`src/rtl/rvh_l1d_snp_resp_tx.sv`:
```
// Snoop response transmitter: one resolved snoop result in, a CR response and an optional CD line burst out.
// Latency: CR/CD valid 1 cycle after accept. Backpressure: CR and CD stall independently; accept only when idle (or skid empty).
// Optional macro RVH_L1D_SNP_RESP_SKID_EN adds a one-entry input skid buffer so the next result launches with no idle bubble.
module rvh_l1d_snp_resp_tx #(
    parameter int LINE_W = 512,
    parameter int CD_W   = 128
) (
    input  logic              clk,
    input  logic              rst_n,
    input  logic              snp_resp_vld_i,
    output logic              snp_resp_rdy_o,
    input  logic              snp_resp_data_transfer_i,
    input  logic              snp_resp_is_dirty_i,
    input  logic              snp_resp_is_shared_i,
    input  logic              snp_resp_was_unique_i,
    input  logic [LINE_W-1:0] snp_resp_line_i,
    output logic              cr_vld_o,
    input  logic              cr_rdy_i,
    output logic [4:0]        crresp_o,
    output logic              cd_vld_o,
    input  logic              cd_rdy_i,
    output logic [CD_W-1:0]   cddata_o,
    output logic              cdlast_o
);
    localparam int BEATS = LINE_W / CD_W;
    localparam int CNT_W = (BEATS > 1) ? $clog2(BEATS) : 1;
    localparam logic [CNT_W-1:0] LAST_CNT = CNT_W'(BEATS - 1);
    localparam logic IDLE = 1'b0;
    localparam logic BUSY = 1'b1;

    logic                        state_q;
    logic [CNT_W-1:0]            cnt_q;
    logic                        cr_vld_q, cd_vld_q, cr_done_q, cd_done_q;
    logic [4:0]                  crresp_q;
    logic [BEATS-1:0][CD_W-1:0]  line_q;

    logic              in_acc, launch, cd_hs, cd_last_hs, cr_done_n, cd_done_n, finish;
    logic [4:0]        in_resp, launch_resp;
    logic [LINE_W-1:0] launch_line;

    // crresp bit order: {WasUnique, IsShared, PassDirty, Error, DataTransfer}
    assign in_resp = {snp_resp_was_unique_i, snp_resp_is_shared_i,
                      snp_resp_is_dirty_i & snp_resp_data_transfer_i, 1'b0,
                      snp_resp_data_transfer_i};
    assign in_acc  = snp_resp_vld_i & snp_resp_rdy_o;

    assign cd_hs      = cd_vld_q & cd_rdy_i;
    assign cd_last_hs = cd_hs & (cnt_q == LAST_CNT);
    assign cr_done_n  = cr_done_q | (cr_vld_q & cr_rdy_i);
    assign cd_done_n  = cd_done_q | cd_last_hs;
    assign finish     = (state_q == BUSY) & cr_done_n & cd_done_n;

`ifdef RVH_L1D_SNP_RESP_SKID_EN
    logic              skid_vld_q;
    logic [4:0]        skid_resp_q;
    logic [LINE_W-1:0] skid_line_q;
    logic              skid_wr;

    assign snp_resp_rdy_o = ~skid_vld_q;
    assign launch      = ((state_q == IDLE) | finish) & (skid_vld_q | in_acc);
    assign launch_resp = skid_vld_q ? skid_resp_q : in_resp;
    assign launch_line = skid_vld_q ? skid_line_q : snp_resp_line_i;
    // Input only parks in the buffer when it cannot go straight to the FSM
    assign skid_wr     = in_acc & ~(launch & ~skid_vld_q);

    always_ff @(posedge clk or negedge rst_n) begin
        if (!rst_n) begin
            skid_vld_q  <= 1'b0;
            skid_resp_q <= '0;
            skid_line_q <= '0;
        end else if (skid_wr) begin
            skid_vld_q  <= 1'b1;
            skid_resp_q <= in_resp;
            skid_line_q <= snp_resp_line_i;
        end else if (launch) begin
            skid_vld_q  <= 1'b0;
        end
    end
`else
    assign snp_resp_rdy_o = (state_q == IDLE);
    assign launch      = in_acc;
    assign launch_resp = in_resp;
    assign launch_line = snp_resp_line_i;
`endif

    always_ff @(posedge clk or negedge rst_n) begin
        if (!rst_n) begin
            state_q   <= IDLE;
            cnt_q     <= '0;
            cr_vld_q  <= 1'b0;
            cd_vld_q  <= 1'b0;
            cr_done_q <= 1'b0;
            cd_done_q <= 1'b0;
            crresp_q  <= '0;
            line_q    <= '0;
        end else begin
            cr_done_q <= cr_done_n;
            cd_done_q <= cd_done_n;
            if (cr_vld_q && cr_rdy_i) cr_vld_q <= 1'b0;
            if (cd_hs) begin
                if (cnt_q == LAST_CNT) begin
                    cnt_q    <= '0;
                    cd_vld_q <= 1'b0;
                end else begin
                    cnt_q <= cnt_q + 1'b1;
                end
            end
            if (finish) state_q <= IDLE;
            // A launch in the finishing cycle overrides the return to IDLE
            if (launch) begin
                state_q   <= BUSY;
                crresp_q  <= launch_resp;
                line_q    <= launch_line;
                cr_vld_q  <= 1'b1;
                cd_vld_q  <= launch_resp[0];
                cr_done_q <= 1'b0;
                cd_done_q <= ~launch_resp[0];
                cnt_q     <= '0;
            end
        end
    end

    assign cr_vld_o = cr_vld_q;
    assign crresp_o = crresp_q;
    assign cd_vld_o = cd_vld_q;
    assign cddata_o = line_q[cnt_q];
    assign cdlast_o = cd_vld_q & (cnt_q == LAST_CNT);
endmodule

```
`config.mk`:
```
export PLATFORM = sky130hd
export DESIGN_NAME = rvh_l1d_snp_resp_tx
export DESIGN_NICKNAME = d
export VERILOG_FILES = /design/src/rtl/rvh_l1d_snp_resp_tx.sv
export SDC_FILE = /design/constraint.sdc
export NUM_CORES = 1
export LEC_CHECK = 0
export BUFFER_PORTS_ARGS = -buffer_cell sky130_fd_sc_hd__buf_4
export CORE_AREA = 8 8 251 253
export CTS_CLUSTER_SIZE = 10
export DETAILED_ROUTE_END_ITERATION = 8
export DIE_AREA = 0 0 259 261
export GPL_TIMING_DRIVEN = 0
export HOLD_SLACK_MARGIN = 0.15
export PLACE_DENSITY = 0.61
export SYNTH_ARGS = -nofsm -noshare
export SYNTH_HDL_FRONTEND = slang
export SYNTH_SLANG_ARGS = --single-unit
```
`constraint.sdc`:
```
create_clock -name clk -period 2.6 [get_ports clk]
set_input_delay 0.26 -clock clk [delete_from_list [all_inputs] [get_ports clk]]
set_output_delay 0.26 -clock clk [all_outputs]
set_load 0.01 [all_outputs]
```
## Yosys cells after proc, flatten, opt, wreduce, memory -nomap -nowiden

Cells that the tools add are included.

- Add/subtract/negate cells: 1
- Magnitude comparators: 1
- Equality and inequality tests: 1
- Mux-type cells: 14
- Bitwise logic cells: 12
- Reductions and logical operators: 6

Operator list:

| kind | number |
|---|---|
| 128-bit binary-select mux with 2-bit select | 1 |
| 128-bit two-way mux | 1 |
| 1-bit two-way mux | 9 |
| 1-bit AND | 8 |
| 2-bit nonzero test | 4 |
| 2-bit two-way mux | 3 |
| 2-bit by 3-bit less-than comparator with 1-bit output (second input constant) | 1 |
| 2-bit by 1-bit adder with 2-bit output (second input constant) | 1 |
| 2-bit == test (second input constant) | 1 |
| 1-bit inverter | 2 |
| 1-bit bitwise OR | 2 |
| 2-bit AND reduction | 1 |
| 1-bit logical AND | 1 |

- Flip-flop bits (word level): 523
- Bits of input ports: 521
- Output and inout port bits: 137
- Logic and storage cells: 46

## Logic depth before layout (Yosys ltp)

- Depth in word-level cells: 6
- Mapped depth: 6

## Least setup slack after synthesis

No wires, ideal clock.

- Path type: register to output
- Start: register cnt_q[0]
- End: output cddata_o[117]
- Arrival: 1.439 ns
- Data required time: 2.340 ns
- Slack: 0.901 ns
- Stages on the path, launching flop included: 5
- Cell sequence: dfrtp_1 > clkbuf_1 > buf_4 > buf_2 > mux4_2

- Word-level cells in the longest chain between the ends: 2

RTL lines:

| what | RTL line | RTL |
|---|---|---|
| start: declaration | 32 | `logic [CNT_W-1:0] cnt_q;` |
| start signal: assignment | 105 | `cnt_q <= cnt_q + 1'b1;` |
| 128-bit binary-select mux with 2-bit select | 126 | `assign cddata_o = line_q[cnt_q];` |
| 128-bit two-way mux (not written as such) | 126 |  |
| end: declaration | 22 | `output logic [CD_W-1:0] cddata_o,` |

Every way passes these cells. The select of a mux whose other input is x is not followed.

## Worst setup path in the final report

- Start: register cnt_q[1]
- End: output cddata_o[67]

Same word-level chain as after synthesis.

==> results.cfg <==
[status]
outcome = finished clean

[timing]
slew_headroom_pct = 48.17
fin_crit_ns = 2.512
rsz0062_at_grt = no
fmax_ghz = 0.3981
fin_crit_sh_pct = 96.60
worst_hold_slack_ns = 0.1947
hold_viol = 0
setup-violations-final = 0
maxSlewViolCount = 0
fin_skew_ns = 0.02011
tightest_slew_ns = 0.7775

[cells_and_area]
syn2layout_area_growth_pct = 56.66
stdcell_count = 3347
multi_input_area_um2 = 9310
drive_gt1_share_pct = 57.54
final_core_util_pct = 60.81
seq_area_um2 = 13090
n_fill_cell = 4376
nets = 3046

[synth]
synth_nets = 1802
synth-async-reset-ratio_pct = 100.0
syn_area_per_cell_um2 = 18.00
synth_top_area_cell = dfrtp_1
yosysTopAreaCellShare_pct = 56.81
yosys-top-cells-area = dfrtp_1 (57%), mux2_2 (19%), mux4_2 (13%), mux2_4 (8.3%), buf_4 (1.3%)
synth_cell_type_count = 31
ys_ff_latch = 523
synth_ff_type = dfrtp_1
seq_area_frac_synth_pct = 56.81
syn_inst = 1280
syn-cell-area_um2 = 23040
yosysWarnings = 0
synth_edf_count = 0

[worst_setup_path]
start_kind = flip-flop
end_kind = output port
cp_max_fo = 10
cp_slowest_cell = mux4_2
crit_path_frequent_cell = buf_4
critPathKind = reg -> out
slowest_delay_ns = 0.41
crit_arrival_ns = 2.25
path_cells = buf_4 > buf_2 > mux4_2 > buf_4
r2r-start = state_q
cp_data_required_time_ns = 2.34
reg2reg_depth = 5
path_buf_inv = 3
r2r_slack_ns = 0.69
crit_family = buffers and inverters
reg2reg_to = line_q[306]

[worst_hold_path]
hp-class = in -> async

[clock_tree]
cts_sinks = 523
cts_buffers = 60
path_clk_slew_ns = 0.06
cts_htree_levels = 2
cts_root_buffer = clkbuf_16
clk_latency_ns = 0.61
cts_setup_buffers = 0
cts_tree = yes
cts_buffer_depth = 3

[global_route]
grt_max_degree = 123
antenna_found_initial = 21
grt_pass1_wl_um = 124200
grt_overflow_total = 0
grtUsageTotal_pct = 24.20
first_global_vias = 19450

[placement]
gp_congestion = 0.8220
dpl.cell_count = 2722
port_buffers = 656
hpwl_um = 58780

[power]
power.leakage_nw = 16.02
worst_ir_drop_vdd_mv = 0.7242
power.density_nw_per_um2 = 1112

[floorplan]
dieArea_um2 = 67600
start_util_pct = 38.82
io_pins = 658
die_w_um = 259
die_h_um = 261
rows = 90
core_area_um2 = 59340

[route]
vias = 16800
avgViaCountPerCell = 5.018
routedWlPerCell_um = 24.80
drc = 0
totalWireLength_um = 83020
antenna_left = 0
drt_iter0_drc = 841
dr.pass1.iters = 4

[run]
cap_violations = 0
-- placed cells by master, fill, tap and decap left out, drive strengths merged, types with 2 or more instances in the layout --
cell type,n
diode,24
buf,745
a21oi,3
inv,5
clkbuf,77
mux2,514
dlygate4sd3,522
nand2,2
dfrtp,523
mux4,128
clkinv,2
-- logic make-up (layout without fill, tap and decap cells) --
kind of cell / count (synthesis) / count (layout) / synth area share, %
multiplexers: 643 / 643 / 39.75
AO/OA/AOI/OAI: 11 / 11 / 0.3314
buffers and inverters: 91 / 1352 / 2.770
flip-flops: 523 / 523 / 56.81
adder cells (fa/ha/maj): 1 / 1 / 0.05431
AND/OR/NAND/NOR: 10 / 10 / 0.2608
other: 1 / 25 / 0.01628
-- what timing repair did --
action                                  CTS  global route
hold buffers                            522             0
endpoints found under the hold margin   615             0
pin swaps                                 0             0
cloned                                    0             1
resized for setup                        33             1
endpoints found under the setup margin  111           119
-- stage by stage --
step	setup TNS [ns]	instance area [um^2]	setup WS (ns)	power, W
detailed placement	0	29060	0.06967	0.03203
floorplan	0	23040	0.9008	0.02473
finish	0	36090	0.08829	0.04013
CTS	0	36000	0.04787	0.04046
global placement	-2256.67	28940	-4.416	0.03155
global route	0	36070	0.01836	0.04223
-- cell usage after synthesis (2+ instances only) --
cell      number
dfrtp_1      523
mux2_2       387
mux4_2       128
mux2_4       127
buf_4         41
buf_2         18
buf_6         16
buf_1         10
a21oi_1        3
clkbuf_1       3
inv_1          3
nand2_1        2
-- report_power, final --
part / switching (W) / internal (W) / total [W] / leakage (nW)
sequential: 0.00223 / 0.0123 / 0.0146 / 6.17
combinational: 0.00721 / 0.0109 / 0.0181 / 9.05
clock: 0.00320 / 0.00425 / 0.00745 / 0.802
total: 0.0126 / 0.0275 / 0.0401 / 16.0
-- state kept, by name, indices dropped and copies added (netlist names) --
name       cells
cr_vld_o       1
cnt_q          2
cd_vld_o       1
state_q        1
crresp_o       4
cr_done_q      1
line_q       512
cd_done_q      1
-- metal layers --
metal	global-route usage (%)	part of all wire, %	routed length (um)
met3	5.828	6.4	5304
met4	9.889	3.8	3153
met5	0	0.028	23
met2	41.62	51	42580
met1	29.07	38	31950
-- layout make-up --
class / instances / area share (%)
clock inverter: 5 / 0.09708
sequential: 523 / 36.27
antenna: 24 / 0.1664
multi-input combinational: 666 / 25.80
timing repair buffer: 1183 / 28.53
inverter: 3 / 0.03120
clock buffer: 74 / 4.448
tap: 782 / 2.711
buffer: 87 / 1.942
-- worst max path at each step --
stage / startpoint / to / slack (ns) / depth (start not counted)
2_1_floorplan: cnt_q[0] / cddata_o[117] / 0.90 / 4
3_3_place_gp: rst_n / line_q[175] / -4.42 / 1
3_5_place_dp: rst_n / line_q[171] / 0.07 / 4
4_1_cts: cnt_q[1] / cddata_o[67] / 0.05 / 4
5_1_grt: cnt_q[1] / cddata_o[67] / 0.02 / 4
6_report: cnt_q[1] / cddata_o[67] / 0.09 / 4
(Power assumes the default switching activity.)
